## config.mk

```make
export PLATFORM = sky130hd
export DESIGN_NAME = siso_frame_rx
export DESIGN_NICKNAME = d
export VERILOG_FILES = /design/src/rtl/siso_pkg.sv /design/src/rtl/siso_rx_hold.sv /design/src/rtl/siso_frame_rx.sv
export SDC_FILE = /design/constraint.sdc
export NUM_CORES = 1
export LEC_CHECK = 0
export BUFFER_PORTS_ARGS = -buffer_cell sky130_fd_sc_hd__buf_2
export CAP_MARGIN = 25
export CORE_MARGIN = 10
export CORE_UTILIZATION = 30
export CTS_CLUSTER_DIAMETER = 40
export DETAILED_ROUTE_END_ITERATION = 8
export GPL_ROUTABILITY_DRIVEN = 0
export PLACE_DENSITY = 0.51
export SLEW_MARGIN = 20
export SYNTH_ARGS = -nofsm -noshare
export SYNTH_HDL_FRONTEND = slang
export SYNTH_SLANG_ARGS = --single-unit
```

## constraint.sdc

```tcl
create_clock -name clk -period 1.9 [get_ports clk]
set_clock_uncertainty 0.05 [all_clocks]
set_input_delay 0.38 -clock clk [delete_from_list [all_inputs] [get_ports clk]]
set_output_delay 0.38 -clock clk [all_outputs]
set_load 0.005 [all_outputs]
```

## src/rtl/siso_pkg.sv

```systemverilog
`default_nettype none
// ============================================================================
//  Module      : siso_pkg
//  Description : Shared types, line levels and parity helper for the SISO
//                frame receiver.
//  Revision    : 1.0 - initial release
// ============================================================================
package siso_pkg;

    typedef enum logic [1:0] {
        IDLE   = 2'd0,
        DATA   = 2'd1,
        PARITY = 2'd2,
        STOP   = 2'd3
    } rx_state_t;

    localparam logic START_BIT  = 1'b1;
    localparam logic STOP_BIT   = 1'b0;
    localparam logic IDLE_LEVEL = 1'b0;

    // XOR of the low w bits; equals the bit that makes the group even.
    function automatic logic even_parity(logic [31:0] d, int w);
        logic p;
        p = 1'b0;
        for (int i = 0; i < 32; i++) begin
            if (i < w) begin
                p = p ^ d[i];
            end
        end
        return p;
    endfunction

endpackage
`default_nettype wire

```

## src/rtl/siso_rx_hold.sv

```systemverilog
`default_nettype none
// ============================================================================
//  Module      : siso_rx_hold
//  Description : One-entry valid/ready holding register with overrun pulse.
//  Revision    : 1.0 - initial release
// ============================================================================
module siso_rx_hold #(
    parameter int DATA_W = 8
) (
    input  logic              clk,
    input  logic              rst,
    input  logic              in_valid,
    input  logic [DATA_W-1:0] in_data,
    output logic [DATA_W-1:0] out_data,
    output logic              out_valid,
    input  logic              out_ready,
    output logic              overrun
);

    logic [DATA_W-1:0] r_data;
    logic              r_valid;
    logic              r_overrun;
    logic              w_can_load;

    // A word may load when the register is empty or being drained this cycle.
    assign w_can_load = !r_valid || out_ready;

    always_ff @(posedge clk or posedge rst) begin
        if (rst) begin
            r_data    <= '0;
            r_valid   <= 1'b0;
            r_overrun <= 1'b0;
        end else begin
            r_overrun <= in_valid && !w_can_load;
            if (in_valid && w_can_load) begin
                r_data  <= in_data;
                r_valid <= 1'b1;
            end else if (r_valid && out_ready) begin
                r_valid <= 1'b0;
            end
        end
    end

    assign out_data  = r_data;
    assign out_valid = r_valid;
    assign overrun   = r_overrun;

endmodule
`default_nettype wire

```

## src/rtl/siso_frame_rx.sv

```systemverilog
`default_nettype none
// ============================================================================
//  Module      : siso_frame_rx
//  Description : Framed serial receiver: start, DATA_W data bits, optional
//                even parity (SISO_RX_PARITY_EN), stop; valid/ready output.
//  Revision    : 1.0 - initial release
// ============================================================================
module siso_frame_rx
    import siso_pkg::*;
#(
    parameter int DATA_W    = 8,
    parameter int MSB_FIRST = 1
) (
    input  logic              clk,
    input  logic              rst,
    input  logic              bit_en,
    input  logic              serial_in,
    output logic [DATA_W-1:0] out_data,
    output logic              out_valid,
    input  logic              out_ready,
    output logic              frame_err,
    output logic              par_err,
    output logic              overrun,
    output logic              busy
);

    localparam int                c_cnt_w = (DATA_W > 1) ? $clog2(DATA_W) : 1;
    localparam logic [c_cnt_w-1:0] c_last = c_cnt_w'(DATA_W - 1);

    rx_state_t          r_state;
    logic [c_cnt_w-1:0] r_cnt;
    logic [DATA_W-1:0]  r_shift;
    logic               r_busy;
    logic               r_frame_err;
    logic [DATA_W-1:0]  w_shift_next;
    logic               w_stop_sample;
    logic               w_par_ok;
    logic               w_frame_good;

    generate
        if (MSB_FIRST != 0) begin : g_msb_first
            assign w_shift_next = {r_shift[DATA_W-2:0], serial_in};
        end else begin : g_lsb_first
            assign w_shift_next = {serial_in, r_shift[DATA_W-1:1]};
        end
    endgenerate

    assign w_stop_sample = bit_en && (r_state == STOP);

`ifdef SISO_RX_PARITY_EN
    logic r_par_bit;
    logic r_par_err;

    assign w_par_ok = (even_parity(32'(r_shift), DATA_W) == r_par_bit);

    // Parity error only when the stop bit itself is valid: framing wins.
    always_ff @(posedge clk or posedge rst) begin
        if (rst) begin
            r_par_bit <= 1'b0;
            r_par_err <= 1'b0;
        end else begin
            r_par_err <= w_stop_sample && (serial_in == STOP_BIT) && !w_par_ok;
            if (bit_en && (r_state == PARITY)) begin
                r_par_bit <= serial_in;
            end
        end
    end

    assign par_err = r_par_err;
`else
    assign w_par_ok = 1'b1;
    assign par_err  = 1'b0;
`endif

    assign w_frame_good = w_stop_sample && (serial_in == STOP_BIT) && w_par_ok;

    always_ff @(posedge clk or posedge rst) begin
        if (rst) begin
            r_state     <= IDLE;
            r_cnt       <= '0;
            r_shift     <= '0;
            r_busy      <= 1'b0;
            r_frame_err <= 1'b0;
        end else begin
            r_frame_err <= w_stop_sample && (serial_in != STOP_BIT);
            if (bit_en) begin
                case (r_state)
                    IDLE: begin
                        if (serial_in == START_BIT) begin
                            r_state <= DATA;
                            r_cnt   <= '0;
                            r_busy  <= 1'b1;
                        end
                    end
                    DATA: begin
                        r_shift <= w_shift_next;
                        if (r_cnt == c_last) begin
`ifdef SISO_RX_PARITY_EN
                            r_state <= PARITY;
`else
                            r_state <= STOP;
`endif
                        end else begin
                            r_cnt <= r_cnt + c_cnt_w'(1);
                        end
                    end
`ifdef SISO_RX_PARITY_EN
                    PARITY: begin
                        r_state <= STOP;
                    end
`endif
                    STOP: begin
                        r_state <= IDLE;
                        r_busy  <= 1'b0;
                    end
                    default: begin
                        r_state <= IDLE;
                        r_busy  <= 1'b0;
                    end
                endcase
            end
        end
    end

    siso_rx_hold #(
        .DATA_W (DATA_W)
    ) u_hold (
        .clk       (clk),
        .rst       (rst),
        .in_valid  (w_frame_good),
        .in_data   (r_shift),
        .out_data  (out_data),
        .out_valid (out_valid),
        .out_ready (out_ready),
        .overrun   (overrun)
    );

    assign frame_err = r_frame_err;
    assign busy      = r_busy;

endmodule
`default_nettype wire
```

# == Word level (Yosys, flattened, before mapping) ==
# Index checks and enable logic that the tools add are counted.
# word_totals
ff_bits,25
out_inout_bits,13
elab_cells,43
# op_classes
add_sub_neg,1
eq_ne,6
mux,10
n_bitwise,2
n_reduce_logical,16
# op_table
cell,count
$logic_and A1 B1 Y1,6
$mux W3,2
$ne A2 B2 Y1 const B,3
$pmux W3 S2,1
$reduce_and A3 Y1,2
$mux W2,2
$pmux W2 S2,1
$reduce_and A4 Y1,1
$reduce_bool A2 Y1,2
$add A3 B1 Y3 const B,1
$eq A3 B3 Y1 const B,1
$mux W1,3
$eq A2 B1 Y1 const B,1
$eq A2 B2 Y1 const B,1
$logic_not A1 Y1,2
$logic_not A2 Y1,1
$not A1 Y1,2
$pmux W1 S2,1
$reduce_and A2 Y1,1
$logic_or A1 B1 Y1,1

# == Longest topological paths before layout ==
# Gate-level depths: netlist (run 1).
# logic_depth
depth_word,5
mapped_depth,5
mapped_depth_nobuf,5

# == By module ==
# A second synthesis (run 1) with hierarchy kept.
# unflattened
hier_cells,78
area_unflattened_um2,1111.1
# by_module_without_submodules
mod,instances,cells_each,area_per_inst_um2
siso_frame_rx,1,54,700.7
siso_rx_hold,1,24,410.4

# == Worst setup path before layout (run 1) ==
# No wires, ideal clock.
# synth_timing
kind,reg-to-reg
start,register r_cnt[0]
end,register r_cnt[0]
t_arrival_ns,1.388
required_time_ns,1.725
setup_slack_ns,0.337
stages_incl_launch_ff,6
path_cell_list,dfrtp_1 ha_1 ha_1 nand2_1 o2111a_1 mux2_2
# synth_between
elab_chain_cells,3
elab_cells_between_ends,6
# synth_lines
item,line,rtl
start: declaration,siso_frame_rx.sv:31,logic [c_cnt_w-1:0] r_cnt;
start signal: assignment,siso_frame_rx.sv:104,r_cnt <= r_cnt + c_cnt_w'(1);
$add A3 B1 Y3 / $eq A3 B3 Y1 (equally long branches),"siso_frame_rx.sv:104, siso_frame_rx.sv:97",
$mux W3 / $ne A2 B2 Y1 (equally long branches),n/a,
$pmux W3 S2 / $reduce_and A4 Y1 (equally long branches),n/a,
# Several ways; a longest one is shown, not always the timed one. The select of a mux whose other input is x is not followed.
# A chain may end at the register's enable or synchronous reset.

# == Worst setup path after layout (run 1) ==
# Ends and elaborated chain as after synthesis.

==> results of run 1 <==
[power by group through the flow]
stage	combinational (mW)	sequential, mW	clock [mW]
after floorplan	0.392	0.853	0
after global placement	0.505	0.884	0
after detailed placement	0.519	0.893	0
after CTS	0.518	0.882	0.244
after global routing	0.557	0.913	0.262
final	0.500	0.878	0.225
[flip-flops by register name (all words and copies together) (netlist names)]
signal	cells
busy	1
frame_err	1
r_shift	8
r_state	2
u_hold.out_data	8
u_hold.overrun	1
r_cnt	3
u_hold.out_valid	1
[tightest hold or removal path: stages]
cell	delay [ns]
sky130_fd_sc_hd__buf_2	0.09
sky130_fd_sc_hd__inv_1	0.04
sky130_fd_sc_hd__buf_4	0.30
[kinds of logic (layout without fill, tap and decap cells)]
logic type,after synthesis,after routing
multiplexers,19,19
AND/OR/NAND/NOR,16,16
AO/OA/AOI/OAI,5,5
adder cells (fa/ha/maj),2,2
buffers and inverters,8,26
flip-flops,25,25
other,1,1
[worst paths after layout]
path | start | end | slack [ns] | cells past startpoint
setup / recovery | r_cnt[0] | r_cnt[0] | 0.25 | 5
hold / removal | rst | u_hold.out_data[5] | 0.04 | 3
setup reg to reg | r_cnt[0] | r_cnt[0] | 0.25 | 5
hold reg to reg | u_hold.out_data[7] | u_hold.out_data[7] | 0.47 | 1
max in group asynchronous | rst | busy | 1.51 | 3
min in group clk | out_ready | u_hold.overrun | 0.30 | 3
[final cells by class]
type / count / area share
Sequential cell: 25 / 0.5269
Multi-Input combinational cell: 43 / 0.3098
Timing Repair Buffer: 18 / 0.08008
Tap cell: 46 / 0.04847
Clock buffer: 4 / 0.02213
Inverter: 4 / 0.01264
[synthesized netlist by cell type]
master	number
sky130_fd_sc_hd__conb_1	1
sky130_fd_sc_hd__mux2i_1	2
sky130_fd_sc_hd__ha_1	2
sky130_fd_sc_hd__nand2_1	6
sky130_fd_sc_hd__inv_1	4
sky130_fd_sc_hd__nor2_1	3
sky130_fd_sc_hd__nor2b_1	2
sky130_fd_sc_hd__nand4b_2	1
sky130_fd_sc_hd__nand2_4	1
sky130_fd_sc_hd__o21ai_0	1
sky130_fd_sc_hd__a21oi_1	2
sky130_fd_sc_hd__mux2_2	17
sky130_fd_sc_hd__dfrtp_1	25
sky130_fd_sc_hd__a2bb2oi_1	1
sky130_fd_sc_hd__o2111a_1	1
sky130_fd_sc_hd__nand4_1	1
sky130_fd_sc_hd__buf_4	4
sky130_fd_sc_hd__and2b_1	1
sky130_fd_sc_hd__nand2b_1	1
[per-stage QoR]
stage	cell area [um^2]	power [mW]	util	hold slack, ns
after CTS	1187	1.644	0.3558	0.04612
final	1187	1.604	0.3558	0.04220
after global placement	1161	1.388	0.3480	0.3905
after detailed placement	1161	1.412	0.3480	0.4000
after global routing	1187	1.733	0.3558	0.06385
after floorplan	1039	1.245	-	0.3573
[per-layer routing]
layer  part of all wire  global-route usage  wire length (um)  vias to the layer above
li1                   -                   -                 -                      287
met1               0.39             0.05847               647                      314
met4              0.017             0.03226                29                        0
met2               0.55             0.09868               927                        9
met5                  0                   0                 0                        -
met3              0.042             0.01239                71                        2
[cell usage in the layout (no fill, tap or decap), drive strengths merged]
master	instances
a21oi	2
a2bb2oi	1
and2b	1
buf	18
clkbuf	4
conb	1
dfrtp	25
ha	2
inv	4
mux2	17
mux2i	2
nand2	7
nand2b	1
nand4	1
nand4b	1
nor2	3
nor2b	2
o2111a	1
o21ai	1
==> impl_metrics.ini, run 1 <==
[outcome]
status = completed

[synth]
avgSynthCellArea_um2 = 13.66
synth_xor_xnor_area_share = 0
synth_largest_area_cell = sky130_fd_sc_hd__dfrtp_1
synth_simple_gate_area_frac = 0.08916
postSynthCellCount = 76
postSynthRegisterBits = 25
count_of_yosys_warnings_during_synthesis = 0
main_combinational_cell_family_by_area_after_synthesis = multiplexers
synth_top_area_share = 0.6024
synth-seq-area-share = 0.6024
synthMuxAreaShare = 0.2036
synth.net_count = 83
synth-compound-area-share = 0.03373
synth.top_cells.by_area = sky130_fd_sc_hd__dfrtp_1 60%, sky130_fd_sc_hd__mux2_2 18%, sky130_fd_sc_hd__buf_4 2.9%
ys_types = 19
synth_adder_area_share = 0.02410
syn-cell-area_um2 = 1038

[clock_network]
tritoncts_clock_tree = built
holdBufCountCts = 0
cts_buf_count = 3
cts-resized-gates = 0
clock_tree.htree_level_count = 1
clockRootBuffer = sky130_fd_sc_hd__clkbuf_4
postCtsSetupRepairBufs = 0
clock_tree.buffer_depth = 2
clock_latency_at_the_later_pin_of_the_worst_skew_pair_ns = 0.30
clk_pin_slew_ns = 0.13
tritoncts_num_sinks = 25

[global_routing]
globalRoute.totalOverflow = 0
largest_net_degree_at_the_start_of_global_routing = 26
grt_first_pass_wirelength_mm = 2.870
groute.usage.overall = 0.05528
number_of_global_route_vias_before_repair = 638
antenna_found_initial = 0

[setup_path]
crit_path_top_delay_cell = sky130_fd_sc_hd__dfrtp_1
worst_setup_path_start_kind = flop
critPathMostFrequentCell = sky130_fd_sc_hd__ha_1
timing.critical_path.buf_inv = 0
path_class = flop to flop
crit_arrival_ns = 1.80
crit_path_end_kind = flop
critPathRequiredTime_ns = 2.05
cp_max_fo = 3
critPathTopFamily = flip-flops
cp_slowest_stage_delay_ns = 0.42
path_cells = ha_1, ha_1, nand2_1, o2111a_1, mux2_2

[finish]
finish.cell_count_without_fillers = 140
flow.area_growth_from_synthesis_pct = 14.34
diodes = 0
post_route_cells_drive_above_1_share = 0.4255
multiInputGateArea_um2 = 367.9
fillers = 348
sequential_cell_area_um2 = 625.6
layout.nets = 102

[floorplanning]
core_area_um2 = 3337
area_enclosed_by_the_die_boundary_um2 = 6215
die-height_um = 78.84
placement_rows = 21
io_pins = 18
start_util = 0.3112
chipWidth_um = 78.84

[sta]
final_ws_setup_ns = 0.2475
layout_worst_path_cycle_share = 0.8698
hold_viol = 0
maxClockFrequency_ghz = 0.6051
period_minus_slack_ns = 1.653
grt_setup_unrepaired = no
timing.setup.tns_ns = 0
setup_viol = 0
final-max-slew-violation-count = 0

[placement]
pre_cts_ws_ns = 0.2629
port_buffers = 16
detailedPlacementHpwl_mm = 1.249
placed_cell_count = 136

[power_and_ir_drop]
power_frac_seq = 0.548
power.combinational.fraction = 0.312
cell_internal_pwr_mw = 1.122
power.density_cell_area_nw_per_um2 = 1350
power.switching_fraction = 0.3001
power.switching_uw = 481.3
leakage_nw = 0.5837
max-vdd-ir-drop_v = 0.0002974
clock_power_share = 0.140

[detailed_routing]
dr_pass1_iterations = 2
post_drt_via_cell_ratio = 4.371
drc = 0
total_detailed_routing_wirelength_mm = 1.676
drt_iter0_drc = 47
num_vias = 612
detail-route-antenna-nets = 0
avg_wl_per_cell_um = 11.97

[run]
drv.max_cap_violation_count = 0

[worst_hold_path]
min-delay-path-class = input pin to asynchronous set/reset pin
(Power assumes the default switching activity.)
==> run 2: changes to the inputs <==
--- a/config.mk
+++ b/config.mk
@@ -7,7 +7,7 @@
 export LEC_CHECK = 0
 export BUFFER_PORTS_ARGS = -buffer_cell sky130_fd_sc_hd__buf_2
 export CAP_MARGIN = 25
-export CORE_MARGIN = 10
+export CORE_MARGIN = 5
 export CORE_UTILIZATION = 30
 export CTS_CLUSTER_DIAMETER = 40
 export DETAILED_ROUTE_END_ITERATION = 8
==> constraint.sdc (replaced) <==
create_clock -name clk -period 1.95 [get_ports clk]
set_clock_uncertainty 0.05 [all_clocks]
set_input_delay 0.39 -clock clk [delete_from_list [all_inputs] [get_ports clk]]
set_output_delay 0.39 -clock clk [all_outputs]
set_load 0.05 [all_outputs]
==> impl_metrics.ini, run 2 (same netlist as run 1, synthesis figures left out) <==
[outcome]
status = completed

[placement]
port_buffers = 16
detailedPlacementHpwl_mm = 1.105
pre_cts_ws_ns = 0.3049
place_area_um2 = 1161

[clock_network]
tritoncts_clock_tree = built
clock_latency_at_the_later_pin_of_the_worst_skew_pair_ns = 0.31
clock_tree.buffer_depth = 2
cts_buf_count = 3
clock_tree.htree_level_count = 1
clk_pin_slew_ns = 0.14
postCtsSetupRepairBufs = 0
tritoncts_num_sinks = 25
holdBufCountCts = 0
cts-resized-gates = 0
clockRootBuffer = sky130_fd_sc_hd__clkbuf_4

[global_routing]
number_of_global_route_vias_before_repair = 554
grt_first_pass_wirelength_mm = 2.553
largest_net_degree_at_the_start_of_global_routing = 26
globalRoute.totalOverflow = 0
groute.usage.overall = 0.07404
antenna_found_initial = 0

[finish]
post_route_cells_drive_above_1_share = 0.4362
diodes = 0
layout.nets = 102
layout_commonest_cell = sky130_fd_sc_hd__dfrtp_1
flow.area_growth_from_synthesis_pct = 14.46
commonest_cells_after_routing_fill_and_taps_aside = 25 x sky130_fd_sc_hd__dfrtp_1, 17 x sky130_fd_sc_hd__mux2_2, 16 x sky130_fd_sc_hd__buf_2
finalInstanceArea_um2 = 1189

[setup_path]
worst_setup_path_start_kind = flop
path_class = flop to flop
critPathRequiredTime_ns = 2.11
crit_path_end_kind = flop
cp_max_fo = 3
crit_arrival_ns = 1.81

[floorplanning]
core_area_um2 = 3337
chipWidth_um = 68.84
placement_rows = 21
io_pins = 18
area_enclosed_by_the_die_boundary_um2 = 4738
die-height_um = 68.84
start_util = 0.3112

[power_and_ir_drop]
power.combinational.fraction = 0.411
cell_internal_pwr_mw = 1.091
leakage_nw = 0.5865
power_frac_seq = 0.463
clock_power_share = 0.126
max-vdd-ir-drop_v = 0.0004274
power.switching_uw = 744.6
power.switching_fraction = 0.4056
power.density_cell_area_nw_per_um2 = 1544

[sta]
timing.setup.tns_ns = 0
setup_viol = 0
hold_viol = 0
hold_slack_ns = 0.03613
maxClockFrequency_ghz = 0.6086
final_ws_setup_ns = 0.3069
period_minus_slack_ns = 1.643
grt_setup_unrepaired = no
final-max-slew-violation-count = 0
layout_worst_path_cycle_share = 0.8426

[detailed_routing]
detail-route-antenna-nets = 0
drt_iter0_drc = 20
num_vias = 598
drc = 0
post_drt_via_cell_ratio = 4.271
total_detailed_routing_wirelength_mm = 1.554
avg_wl_per_cell_um = 11.10
dr_pass1_iterations = 4

[run]
drv.max_cap_violation_count = 0

[worst_hold_path]
min-delay-path-class = input pin to asynchronous set/reset pin
-- run 2: per-stage QoR --
stage	utilization	instances	power (mW)
floorplan	-	76	1.477
global placement	0.3480	136	1.614
detailed placement	0.3480	136	1.633
CTS	0.3562	140	1.865
global route	0.3562	140	1.955
finish	0.3562	140	1.836
-- run 2: worst paths after layout --
check                                    from            endpoint  slack [ns]  cells past startpoint
setup / recovery                     r_cnt[0]            r_cnt[0]        0.31                      5
hold / removal                            rst  u_hold.out_data[6]        0.04                      3
setup reg to reg                     r_cnt[0]            r_cnt[0]        0.31                      5
hold reg to reg            u_hold.out_data[7]  u_hold.out_data[7]        0.47                      1
max in group asynchronous                 rst    u_hold.out_valid        1.57                      3
min in group clk                    out_ready      u_hold.overrun        0.30                      3
-- run 2: cell type report --
| type | count | area (um^2) |
|---|---|---|
| well taps | 46 | 57.56 |
| multi-input cells | 43 | 367.9 |
| flip-flops and latches | 25 | 625.6 |
| clock buffers | 3 | 22.52 |
| inverters | 4 | 15.01 |
| repair buffers | 18 | 95.09 |
| clock inverters | 1 | 5.005 |
| fillers | 347 | 2148 |
-- run 2: critical path: stages, from the launching register on --
cell,delay [ns]
sky130_fd_sc_hd__dfrtp_1,0.42
sky130_fd_sc_hd__ha_1,0.20
sky130_fd_sc_hd__ha_1,0.18
sky130_fd_sc_hd__nand2_1,0.06
sky130_fd_sc_hd__o2111a_1,0.28
sky130_fd_sc_hd__mux2_2,0.35
-- run 2: power groups by stage --
stage	Combinational [mW]	Sequential, mW	Clock, mW
2_1_floorplan	0.385	1.09	0
3_3_place_gp	0.754	0.860	0
3_5_place_dp	0.767	0.866	0
4_1_cts	0.769	0.855	0.242
5_1_grt	0.815	0.882	0.258
6_report	0.754	0.851	0.231
-- run 2: routing by layer --
layer | global-route usage | wire, um
met5 | 0 | 0
met4 | 0.05109 | 34
met3 | 0.01621 | 69
met2 | 0.1097 | 705
met1 | 0.09553 | 745
